===== config.mk =====
export PLATFORM = sky130hd
export DESIGN_NAME = pll_lock_supervisor
export DESIGN_NICKNAME = d
export VERILOG_FILES = /design/src/rtl/pll_lock_supervisor.sv
export SDC_FILE = /design/constraint.sdc
export NUM_CORES = 1
export LEC_CHECK = 0
export CAP_MARGIN = 10
export CORE_ASPECT_RATIO = 0.8
export CORE_MARGIN = 2
export CORE_UTILIZATION = 60
export DETAILED_ROUTE_END_ITERATION = 8
export DONT_BUFFER_PORTS = 1
export MAX_ROUTING_LAYER = met4
export PLACE_DENSITY = 0.84
export SLEW_MARGIN = 20
export SYNTH_ARGS = -nofsm -noshare
export SYNTH_HDL_FRONTEND = slang
export SYNTH_SLANG_ARGS = --single-unit
export TNS_END_PERCENT = 30

===== constraint.sdc =====
create_clock -name clock -period 2.07 [get_ports clock]
set_input_delay 0.207 -clock clock [delete_from_list [all_inputs] [get_ports clock]]
set_output_delay 0.207 -clock clock [all_outputs]
set_load 0.005 [all_outputs]

===== src/rtl/pll_lock_supervisor.sv =====
// pll_lock_supervisor
// Qualifies the PLL lock flag and sequences the downstream reset and ready
// status for the pixel-clock domain. Lock must be seen continuously for
// STABLE_CYCLES, then reset is held for HOLD_CYCLES more before RUN.
// Losing lock in RUN immediately re-asserts reset and is recorded.
// Optional feature macro: LOSS_COUNTER_EN builds the saturating loss_count
// register. Without it, loss_count is tied to zero.
module pll_lock_supervisor #(
  parameter int STABLE_CYCLES = 1024,
  parameter int HOLD_CYCLES   = 16,
  parameter int COUNT_WIDTH   = 8
) (
  input  logic                   clock,
  input  logic                   reset,
  input  logic                   locked,
  input  logic                   clear_lost,
  output logic                   reset_out,
  output logic                   ready,
  output logic                   lost_sticky,
  output logic [COUNT_WIDTH-1:0] loss_count
);

  // One counter serves both STABILIZE and HOLD, so it is sized for the longer phase
  localparam int MAX_CYCLES = (STABLE_CYCLES > HOLD_CYCLES) ? STABLE_CYCLES : HOLD_CYCLES;
  localparam int CNT_W      = (MAX_CYCLES > 1) ? $clog2(MAX_CYCLES) : 1;
  localparam logic [CNT_W-1:0] STABLE_LAST = CNT_W'(STABLE_CYCLES - 1);
  localparam logic [CNT_W-1:0] HOLD_LAST   = CNT_W'(HOLD_CYCLES - 1);

  typedef enum logic [1:0] {
    WAIT_LOCK = 2'd0,
    STABILIZE = 2'd1,
    HOLD      = 2'd2,
    RUN       = 2'd3
  } state_e;

  logic             s1_q;
  logic             s2_q;
  state_e           state_q;
  state_e           state_d;
  logic [CNT_W-1:0] cnt_q;
  logic [CNT_W-1:0] cnt_d;
  logic             reset_out_q;
  logic             reset_out_d;
  logic             ready_q;
  logic             ready_d;
  logic             lost_sticky_q;
  logic             lost_sticky_d;
  logic             loss_event;

  // Two-flop synchronizer for the asynchronous lock flag; only s2 is consumed
  always_ff @(posedge clock) begin
    if (reset) begin
      s1_q <= 1'b0;
      s2_q <= 1'b0;
    end else begin
      s1_q <= locked;
      s2_q <= s1_q;
    end
  end

  // State register together with the shared phase counter and registered outputs
  always_ff @(posedge clock) begin
    if (reset) begin
      state_q     <= WAIT_LOCK;
      cnt_q       <= '0;
      reset_out_q <= 1'b1;
      ready_q     <= 1'b0;
    end else begin
      state_q     <= state_d;
      cnt_q       <= cnt_d;
      reset_out_q <= reset_out_d;
      ready_q     <= ready_d;
    end
  end

  // Next-state logic: any sampled drop of lock sends the FSM back to WAIT_LOCK
  always_comb begin
    state_d = state_q;
    cnt_d   = cnt_q;
    case (state_q)
      WAIT_LOCK: begin
        cnt_d = '0;
        if (s2_q) begin
          state_d = STABILIZE;
        end
      end
      STABILIZE: begin
        if (!s2_q) begin
          state_d = WAIT_LOCK;
        end else if (cnt_q == STABLE_LAST) begin
          state_d = HOLD;
          cnt_d   = '0;
        end else begin
          cnt_d = cnt_q + CNT_W'(1);
        end
      end
      HOLD: begin
        if (!s2_q) begin
          state_d = WAIT_LOCK;
        end else if (cnt_q == HOLD_LAST) begin
          state_d = RUN;
        end else begin
          cnt_d = cnt_q + CNT_W'(1);
        end
      end
      RUN: begin
        if (!s2_q) begin
          state_d = WAIT_LOCK;
        end
      end
      default: begin
        state_d = WAIT_LOCK;
        cnt_d   = '0;
      end
    endcase
  end

  // Output decode from the next state so outputs switch on the same edge as the state
  always_comb begin
    reset_out_d = (state_d != RUN);
    ready_d     = (state_d == RUN);
    loss_event  = (state_q == RUN) && !s2_q;
  end

  // Sticky loss flag; a loss on the same edge as a clear takes priority
  always_comb begin
    lost_sticky_d = lost_sticky_q;
    if (loss_event) begin
      lost_sticky_d = 1'b1;
    end else if (clear_lost) begin
      lost_sticky_d = 1'b0;
    end
  end

  // Sticky loss register
  always_ff @(posedge clock) begin
    if (reset) begin
      lost_sticky_q <= 1'b0;
    end else begin
      lost_sticky_q <= lost_sticky_d;
    end
  end

`ifdef LOSS_COUNTER_EN
  localparam logic [COUNT_WIDTH-1:0] COUNT_MAX = '1;

  logic [COUNT_WIDTH-1:0] loss_count_q;
  logic [COUNT_WIDTH-1:0] loss_count_d;

  function automatic logic [COUNT_WIDTH-1:0] sat_inc(input logic [COUNT_WIDTH-1:0] v);
    sat_inc = (v == COUNT_MAX) ? v : v + COUNT_WIDTH'(1);
  endfunction

  // Loss counter next value: a loss coinciding with a clear restarts the count at one
  always_comb begin
    loss_count_d = loss_count_q;
    if (loss_event) begin
      loss_count_d = clear_lost ? COUNT_WIDTH'(1) : sat_inc(loss_count_q);
    end else if (clear_lost) begin
      loss_count_d = '0;
    end
  end

  // Loss counter register
  always_ff @(posedge clock) begin
    if (reset) begin
      loss_count_q <= '0;
    end else begin
      loss_count_q <= loss_count_d;
    end
  end

  assign loss_count = loss_count_q;
`else
  assign loss_count = '0;
`endif

  assign reset_out   = reset_out_q;
  assign ready       = ready_q;
  assign lost_sticky = lost_sticky_q;

endmodule


==> impl_metrics.tcl, run 1 <==
set metrics [dict create \
    routed_wl_mm 2.69 \
    drc 0 \
    tightest_slew_ns 0.499 \
    p_leak_nw 0.422 \
    crit_type "reg2reg" \
    synth_edf_count 0 \
    first_global_vias 939 \
    r2r_cells 6 \
    initialDrtViolationCount 50 \
    async_reset_ff_share_pct 0 \
    synthCells 133 \
    finalPower_uw 631 \
    gp_congestion 0.909 \
    min_from "locked" \
    whs_path_depth 1 \
    clock_path_buffers 2 \
    avgSynthCellArea_sq_um 8.55 \
    ys_seq_area_share_pct 29.9 \
    portBuffers 0 \
    ios 15 \
    cts_max_level 1 \
    end_kind "register" \
    fill_cells 162 \
    cts_root_buf "clkbuf_4" \
    critical_path_arrival_ns 2.13 \
    grt-ovfl-total 0 \
    status "finished, final reports clean" \
    cts_tree "done" \
    critPathLaunchType "register" \
    peakVddDrop_uv 459 \
    die_area_sq_um 2260 \
    r2r_end "state_q[1]$_SDFF_PP0_" \
    fmaxAchievable_mhz 517 \
    fin_skew_ns 0.0103 \
    finalHoldViolCount 0 \
    setup_viol 0 \
    cts_made_buffers 3 \
    start_util_pct 61.8 \
    grt_use_total_pct 27.0 \
    postCtsHoldBufs 1 \
    min_period_over_period_pct 93.4 \
    reg2reg_slack_ns 0.14 \
    rsz0062_at_grt "no" \
    antenna_left 0 \
    post_cts_buffers 0 \
    area_growth_pct 1.98 \
    post-place-ws_ns 0.197 \
    hpwlAfterDp_mm 1.87 \
    yosysUniqueCellTypes 40 \
    drv_cap 0 \
    slew_viol_final 0 \
    grt_max_degree 19 \
    required_ns 2.27 \
    clk_pin_slew_worst_paths_ns 0.10 \
    power.density_nw_per_um2 544 \
    diodes 0 \
    core_area_sq_um 1840 \
    cp_max_fo 9 \
    antenna_found_initial 0 \
    first_pass_iters 4 \
    yosys_warnings 0 \
    fin_tns_setup_ns 0 \
    final_nets 144 \
    max_slew_margin_pct 66.5 \
    row_count 14 \
    die_width_microns 52.7 \
    syn_area_sq_um 1140 \
    fp.dieH_microns 42.9 \
    min_to "s1_q$_SDFF_PP0_" \
    routedWlPerCell_microns 17.0 \
    cts_sinks 17 \
    fin_crit_ns 1.93 \
    synthFlopType "dfxtp_1" \
    ctsResizeCount 0 \
    ys_ff_latch 17 \
    reg2reg_from "state_q[0]$_SDFF_PP0_" \
    clock_latency_ns 0.31 \
    drive_above_1_share_pct 12.7 \
    vias 1020 \
    worst_hold_path_type "in2reg" \
    worst_slack_ns 0.136 \
    grt_pass1_wl_mm 4.33 \
    avgViaCountPerCell 6.46 \
]
==> through the flow <==
stage	hold slack (ns)	utilization [%]	cells	instance area, sq um
after floorplan	0.335	-	140	1160
after global placement	0.280	61.0	153	1120
after CTS	0.0611	63.1	158	1160
after detailed placement	0.281	61.0	153	1120
final	0.0587	63.1	158	1160
after global routing	0.0404	63.1	158	1160
==> final cells by class <==
| cell class | count | area, sq um | share of cell area (%) |
|---|---|---|---|
| Sequential cell | 17 | 340 | 29.3 |
| Multi-Input combinational cell | 104 | 714 | 61.6 |
| Timing Repair Buffer | 3 | 25.0 | 2.16 |
| Clock inverter | 1 | 5.00 | 0.432 |
| Tap cell | 24 | 30.0 | 2.59 |
| Inverter | 6 | 22.5 | 1.94 |
| Clock buffer | 3 | 22.5 | 1.94 |
==> synthesized netlist by cell type, types with 4 or more instances <==
| cell | count | area (sq um) |
|---|---|---|
| ha_1 | 5 | 62.6 |
| nand3_1 | 9 | 45.0 |
| nor2b_1 | 12 | 75.1 |
| dfxtp_1 | 17 | 340 |
| o21ai_0 | 9 | 45.0 |
| nand4_1 | 7 | 43.8 |
| nand2_1 | 4 | 15.0 |
| inv_1 | 6 | 22.5 |
| nor4_1 | 5 | 31.3 |
| buf_4 | 10 | 75.1 |
==> power by group <==
group          leakage, nW  switching, mW  internal (mW)
Clock               0.0177          0.110         0.0722
Combinational        0.267         0.0698         0.0384
Sequential           0.138        0.00830          0.332
==> how the worst max path moves through the flow <==
stage	start	end	slack [ns]	cells after the start
after floorplan	state_q[0]$_SDFF_PP0_	cnt_q[8]$_SDFFE_PP0P_	0.29	6
after global routing	state_q[0]$_SDFF_PP0_	cnt_q[8]$_SDFFE_PP0P_	0.006	7
after global placement	state_q[0]$_SDFF_PP0_	state_q[1]$_SDFF_PP0_	0.23	6
after CTS	state_q[0]$_SDFF_PP0_	state_q[1]$_SDFF_PP0_	0.16	6
after detailed placement	state_q[0]$_SDFF_PP0_	state_q[1]$_SDFF_PP0_	0.20	6
final	state_q[0]$_SDFF_PP0_	state_q[1]$_SDFF_PP0_	0.14	6
==> flip-flops by register name, summed over array words and instances (netlist names) <==
register	cells
state_q	2
s2_q	1
cnt_q	10
s1_q	1
ready	1
lost_sticky	1
reset_out	1
==> critical path, cell delays in order, from the launching register on <==
cell and delay, ns:
dfxtp_1 0.45, inv_1 0.10, ha_1 0.27, nor2b_1 0.17, and3_1 0.28, o32a_1 0.40, nor2b_1 0.14
==> cells in the final DEF (no fill, tap or decap), types with 2 or more instances in the layout <==
cell / synthesis / routed
a211oi_1: 2 / 2
a21oi_1: 3 / 3
a31oi_1: 2 / 2
and3_1: 3 / 3
buf_4: 10 / 2
clkbuf_4: 0 / 3
conb_1: 1 / 8
dfxtp_1: 17 / 17
ha_1: 5 / 5
inv_1: 6 / 6
nand2_1: 4 / 4
nand2b_1: 2 / 2
nand3_1: 9 / 9
nand4_1: 7 / 7
nor2_1: 3 / 3
nor2b_1: 12 / 12
nor3b_1: 2 / 2
nor4_1: 5 / 5
o211ai_2: 3 / 3
o21a_1: 2 / 2
o21ai_0: 9 / 9
o31ai_1: 3 / 3
or3_1: 3 / 3
==> kinds of logic (layout without fill, tap and decap cells) <==
kind of cell	count (synthesis)	in the layout	share of synthesized area, %
flip-flops	17	17	29.9
adder cells (fa/ha/maj)	5	5	5.50
buffers and inverters	19	13	9.57
other	1	8	0.330
AO/OA/AOI/OAI	29	29	18.5
AND/OR/NAND/NOR	60	60	34.3
multiplexers	2	2	1.87
==> metal layers <==
metal / GRT usage [%] / share of wire, % / vias to the layer above
li1: - / - / 483
met1: 33.9 / 44 / 479
met2: 39.5 / 46 / 53
met4: 10.3 / 1.2 / 0
met3: 9.86 / 9.0 / 5
met5: - / 0 / -
Note: power is estimated with default switching activity, not from simulation.
==> run 2, diff against run 1 <==
- MAX_ROUTING_LAYER: met4 -> unset
==> impl_metrics.tcl, run 2 (synthesis results as in run 1) <==
set metrics [dict create \
    status "finished, final reports clean" \
    drv_cap 0 \
    start_util_pct 61.8 \
    final_nets 144 \
    reg_top3 "cnt_q x10, state_q x2" \
    cts_root_buf "clkbuf_4" \
    final_util_pct 63.2 \
    rsz0062_at_grt "no" \
    slew_viol_final 0 \
    min_from "locked" \
    hpwlAfterDp_mm 1.79 \
    power.density_nw_per_um2 548 \
    placedCellCount 153 \
    path_cells "inv_1 -> ha_1 -> nor2b_1 -> and3_1 -> o32a_1 -> nor2b_1" \
    min_to "s1_q$_SDFF_PP0_" \
    cp_common_cell "nor2b_1" \
    routedWlPerCell_microns 16.0 \
    finalPower_uw 637 \
    die_area_sq_um 2260 \
    initialDrtViolationCount 36 \
    pwr-share-clk_pct 29.7 \
    worst_hold_path_type "in2reg" \
    fin_crit_ns 1.92 \
    avgViaCountPerCell 6.45 \
    largest-register "cnt_q" \
    fp.dieH_microns 42.9 \
    routed_wl_mm 2.52 \
    fmaxAchievable_mhz 520 \
    grt-ovfl-total 0 \
    portBuffers 0 \
    clock_latency_ns 0.31 \
    slowest_stage "dfxtp_1" \
    reg2reg_from "state_q[0]$_SDFF_PP0_" \
    peakVddDrop_uv 441 \
    final_cell_mix "17 x dfxtp_1, 12 x nor2b_1, 9 x nand3_1, 9 x o21ai_0, 8 x conb_1" \
    end_kind "register" \
    fin_skew_ns 0.00530 \
    cp_max_fo 9 \
    max_stage_delay_ns 0.44 \
    row_count 14 \
    max_slew_margin_pct 64.6 \
    ios 15 \
    required_ns 2.27 \
    p_seq_share_pct 53.4 \
    swShare_pct 30.3 \
    whs_path_depth 1 \
    drc 0 \
    combPwrFrac_pct 17.0 \
    grt_use_total_pct 26.3 \
    fin_tns_setup_ns 0 \
    r2r_end "state_q[1]$_SDFF_PP0_" \
    cts_sinks 17 \
    r2r_cells 6 \
    die_width_microns 52.7 \
    switching_power_uw 193 \
    vias 1019 \
    finalNonFillerCells 158 \
    worst-path-buf-inv 1 \
    grt_pass1_wl_mm 4.30 \
    critical_path_arrival_ns 2.12 \
    power.internal_uw 443 \
    diodes 0 \
    first_global_vias 907 \
    grt_max_degree 19 \
    core_area_sq_um 1840 \
    final_common_cell "dfxtp_1" \
    crit_family "simple AND/OR/NAND/NOR gates" \
    cts_tree "done" \
    antenna_found_initial 0 \
    finalHoldViolCount 0 \
    gp_congestion 0.897 \
    clk_pin_slew_worst_paths_ns 0.10 \
    critPathLaunchType "register" \
    tightest_slew_ns 0.526 \
    largest_reg_flops 10 \
    setup_viol 0 \
    min_period_over_period_pct 92.9 \
    drive_above_1_share_pct 13.4 \
    cts_made_buffers 3 \
    clock_path_buffers 2 \
    first_pass_iters 4 \
    cts_max_level 1 \
    post_cts_buffers 0 \
    reg2reg_slack_ns 0.15 \
    area_growth_pct 2.20 \
    p_leak_nw 0.423 \
    crit_type "reg2reg" \
    antenna_left 0 \
]
run 2: cell counts in the layout (fill, tap and decap cells not counted):
Identical to the previous run, type by type.
run 2: worst max-delay path by stage:
stage	slack (ns)	from	depth (start not counted)	endpoint
6_report	0.15	state_q[0]$_SDFF_PP0_	6	state_q[1]$_SDFF_PP0_
5_1_grt	0.02	state_q[0]$_SDFF_PP0_	6	state_q[1]$_SDFF_PP0_
4_1_cts	0.16	state_q[0]$_SDFF_PP0_	6	state_q[1]$_SDFF_PP0_
3_5_place_dp	0.20	state_q[0]$_SDFF_PP0_	6	state_q[1]$_SDFF_PP0_
3_3_place_gp	0.23	state_q[0]$_SDFF_PP0_	6	state_q[1]$_SDFF_PP0_
2_1_floorplan	0.29	state_q[0]$_SDFF_PP0_	6	cnt_q[8]$_SDFFE_PP0P_
run 2: through the flow:
stage	area [sq um]	setup slack [ns]	hold slack [ns]
after CTS	1160	0.162	0.0489
final	1160	0.147	0.0508
after global placement	1120	0.227	0.280
after global routing	1160	0.0213	0.0440
after detailed placement	1120	0.201	0.283
after floorplan	1160	0.288	0.335
run 2: power groups by stage:
stage / sequential [mW] / combinational [mW] / clock [mW]
2_1_floorplan: 0.344 / 0.0896 / 0
3_3_place_gp: 0.347 / 0.0955 / 0
3_5_place_dp: 0.347 / 0.0993 / 0
4_1_cts: 0.340 / 0.104 / 0.188
5_1_grt: 0.342 / 0.120 / 0.203
6_report: 0.340 / 0.108 / 0.189
run 2: cell type report:
class                      count  area [sq um]
tap                           24          30.0
inverter                       6          22.5
clock inverter                 1          5.00
sequential                    17           340
clock buffer                   3          22.5
timing repair buffer           3          25.0
multi-input combinational    104           717
fill                         175           677
run 2: per-layer routing:
metal | track usage, % | vias to the layer above | part of all wire [%]
li1 | - | 484 | -
met1 | 35.7 | 480 | 43
met2 | 39.5 | 51 | 45
met3 | 7.39 | 4 | 9.9
met4 | 9.23 | 0 | 1.3
met5 | 0 | - | 0
run 2: timing repair:
| item | in CTS | in global routing |
|---|---|---|
| hold buffers | 1 | 0 |
| resized for setup | 0 | 1 |
| hold endpoints to repair | 8 | 0 |
| endpoints found under the setup margin | 0 | 1 |
run 2: worst register-to-register path, stage by stage, from the launching register on:
cell,delay (ns)
dfxtp_1,0.44
inv_1,0.09
ha_1,0.28
nor2b_1,0.18
and3_1,0.28
o32a_1,0.40
nor2b_1,0.14
==> run 3, diff against run 2 <==
- ABC_AREA: unset -> 1
- HOLD_SLACK_MARGIN: unset -> 0.08
==> impl_metrics.tcl, run 3 <==
set metrics [dict create \
    routed_wl_mm 2.20 \
    worst-path-buf-inv 2 \
    drc 0 \
    dpl-instance-area_sq_um 1050 \
    final_common_cell "nand2_1" \
    gp_congestion 0.959 \
    synth_common_cells "39 x nand2_1, 26 x inv_1, 19 x nor2_1" \
    final_nets 175 \
    min_from "reset" \
    yosysUniqueCellTypes 26 \
    largest_reg_flops 10 \
    antenna_left 0 \
    crit_family "simple AND/OR/NAND/NOR gates" \
    avgSynthCellArea_sq_um 6.76 \
    pwr-share-clk_pct 26.8 \
    final_cell_mix "39 x nand2_1, 26 x inv_1, 19 x nor2_1" \
    yosys.area.top_type "dfxtp_1" \
    synthCells 160 \
    netlist.area_leader.share_pct 31.5 \
    post_cts_buffers 0 \
    combPwrFrac_pct 21.2 \
    switching_power_uw 212 \
    async_reset_ff_share_pct 0 \
    finalHoldViolCount 0 \
    ios 15 \
    clock_latency_ns 0.29 \
    design_area_sq_um 1110 \
    yosysMostFrequentCell "nand2_1" \
    fin_skew_ns 0.00237 \
    status "finished, final reports clean" \
    cp_max_fo 12 \
    path_cells "inv_1 -> ha_1 -> nor2_2 -> nand2_1 -> o21ai_2 -> nand2_4 -> inv_4 -> nand2_1 -> nand2_2 -> nor2_1" \
    finalPower_uw 661 \
    critical_path_arrival_ns 2.09 \
    slew_viol_final 0 \
    required_ns 2.27 \
    whs_ns 0.157 \
    max_stage_delay_ns 0.42 \
    ctsResizeCount 0 \
    antenna_found_initial 0 \
    core_area_sq_um 1660 \
    vias 978 \
    p_leak_nw 0.526 \
    first_global_vias 843 \
    setup_viol 0 \
    portBuffers 0 \
    fill_cells 153 \
    drv_cap 0 \
    fp.dieH_microns 42.0 \
    min_period_over_period_pct 91.4 \
    reg_top3 "cnt_q x10, state_q x2" \
    hpwlAfterDp_mm 1.67 \
    row_count 13 \
    synth_edf_count 0 \
    routedWlPerCell_microns 11.7 \
    slowest_stage "dfxtp_1" \
    ys_seq_area_share_pct 31.5 \
    crit_type "reg2reg" \
    grt-ovfl-total 0 \
    end_kind "register" \
    initialDrtViolationCount 60 \
    die_area_sq_um 2160 \
    cts_max_level 1 \
    clk_pin_slew_worst_paths_ns 0.10 \
    synthFlopType "dfxtp_1" \
    ys_ff_latch 17 \
    power.density_nw_per_um2 594 \
    area_growth_pct 2.89 \
    largest-register "cnt_q" \
    power.internal_uw 448 \
    reg2reg_from "state_q[0]$_SDFF_PP0_" \
    avgViaCountPerCell 5.23 \
    cts_root_buf "clkbuf_4" \
    fin_tns_setup_ns 0 \
    cp-startpoint "state_q[0]$_SDFF_PP0_" \
    p_seq_share_pct 52.1 \
    peakVddDrop_uv 497 \
    swShare_pct 32.1 \
    cts_sinks 17 \
    fmaxAchievable_mhz 528 \
    cp_common_cell "nand2_1" \
    grt_pass1_wl_mm 3.68 \
    grt_max_degree 13 \
    syn_area_sq_um 1080 \
    worst_hold_path_type "in2reg" \
    cts_tree "done" \
    rsz0062_at_grt "no" \
    clock_path_buffers 2 \
    synth_top_cells_by_area "dfxtp_1 31%, nand2_1 14%, inv_1 9.0%" \
    final_util_pct 67.0 \
    die_width_microns 51.5 \
    start_util_pct 65.2 \
    fin_crit_ns 1.89 \
    diodes 0 \
    yosys_warnings 0 \
    drive_above_1_share_pct 10.3 \
    critPathLaunchType "register" \
    first_pass_iters 4 \
    cts_made_buffers 3 \
    grt_use_total_pct 22.8 \
]
run 3: changes by cell type after synthesis, sizes merged, moves of 4 or more:
cell,delta
nand2,+39
inv,+21
nor2,+19
nor2b,-12
nand4,-5
nor4,-5
o21ai,-5
nand3,+4
run 3: per-stage QoR:
stage          setup slack (ns)  std cells
2_1_floorplan             0.452        167
4_1_cts                   0.205        187
3_5_place_dp              0.230        180
3_3_place_gp              0.352        180
5_1_grt                  0.0141        187
6_report                  0.177        187
run 3: final timing paths:
| path | end | slack, ns | cells after the start |
|---|---|---|---|
| setup / recovery | cnt_q[4]$_SDFFE_PP0P_ | 0.18 | 10 |
| hold reg to reg | s2_q$_SDFF_PP0_ | 0.42 | 2 |
| setup reg to reg | cnt_q[4]$_SDFFE_PP0P_ | 0.18 | 10 |
| hold / removal | cnt_q[6]$_SDFFE_PP0P_ | 0.16 | 3 |
run 3: power by group through the flow:
stage	clock, mW	sequential [mW]	combinational, mW
4_1_cts	0.183	0.344	0.137
3_5_place_dp	0	0.352	0.132
3_3_place_gp	0	0.350	0.126
5_1_grt	0.199	0.346	0.155
2_1_floorplan	0	0.349	0.140
6_report	0.177	0.344	0.140
run 3: layout make-up:
type | count | area, sq um | share of cell area (%)
clock buffers | 3 | 22.5 | 2.02
flip-flops and latches | 17 | 340 | 30.6
clock inverters | 1 | 5.00 | 0.450
multi-input cells | 114 | 583 | 52.4
repair buffers | 3 | 30.0 | 2.70
inverters | 27 | 104 | 9.34
well taps | 22 | 27.5 | 2.47
run 3: tightest hold or removal path, delay by kind of cell:
kind                   cells  cell delay (ns)
and+or+nand+nor            2             0.14
buffers and inverters      1             0.07
run 3: repair_timing:
action | 4_1_cts | 5_1_grt
endpoints found under the setup margin | 0 | 0
hold buffers | 3 | 0
endpoints found under the hold margin | 6 | 0
run 3: layer usage:
layer	GRT usage (%)	up-vias	share of wire, %
li1	-	494	-
met1	30.3	441	46
met2	35.1	39	46
met3	8.99	4	7.2
met4	4.21	0	0.59
met5	0	-	0
run 3: cell families (layout without fill, tap and decap cells):
group                    count (synthesis)  after routing  share of synthesized area [%]
other                                    1              8                          0.347
AO/OA/AOI/OAI                           15             15                           8.33
buffers and inverters                   36             34                           17.0
AND/OR/NAND/NOR                         85             85                           36.2
adder cells (fa/ha/maj)                  5              5                           5.79
flip-flops                              17             17                           31.5
XOR/XNOR                                 1              1                          0.810
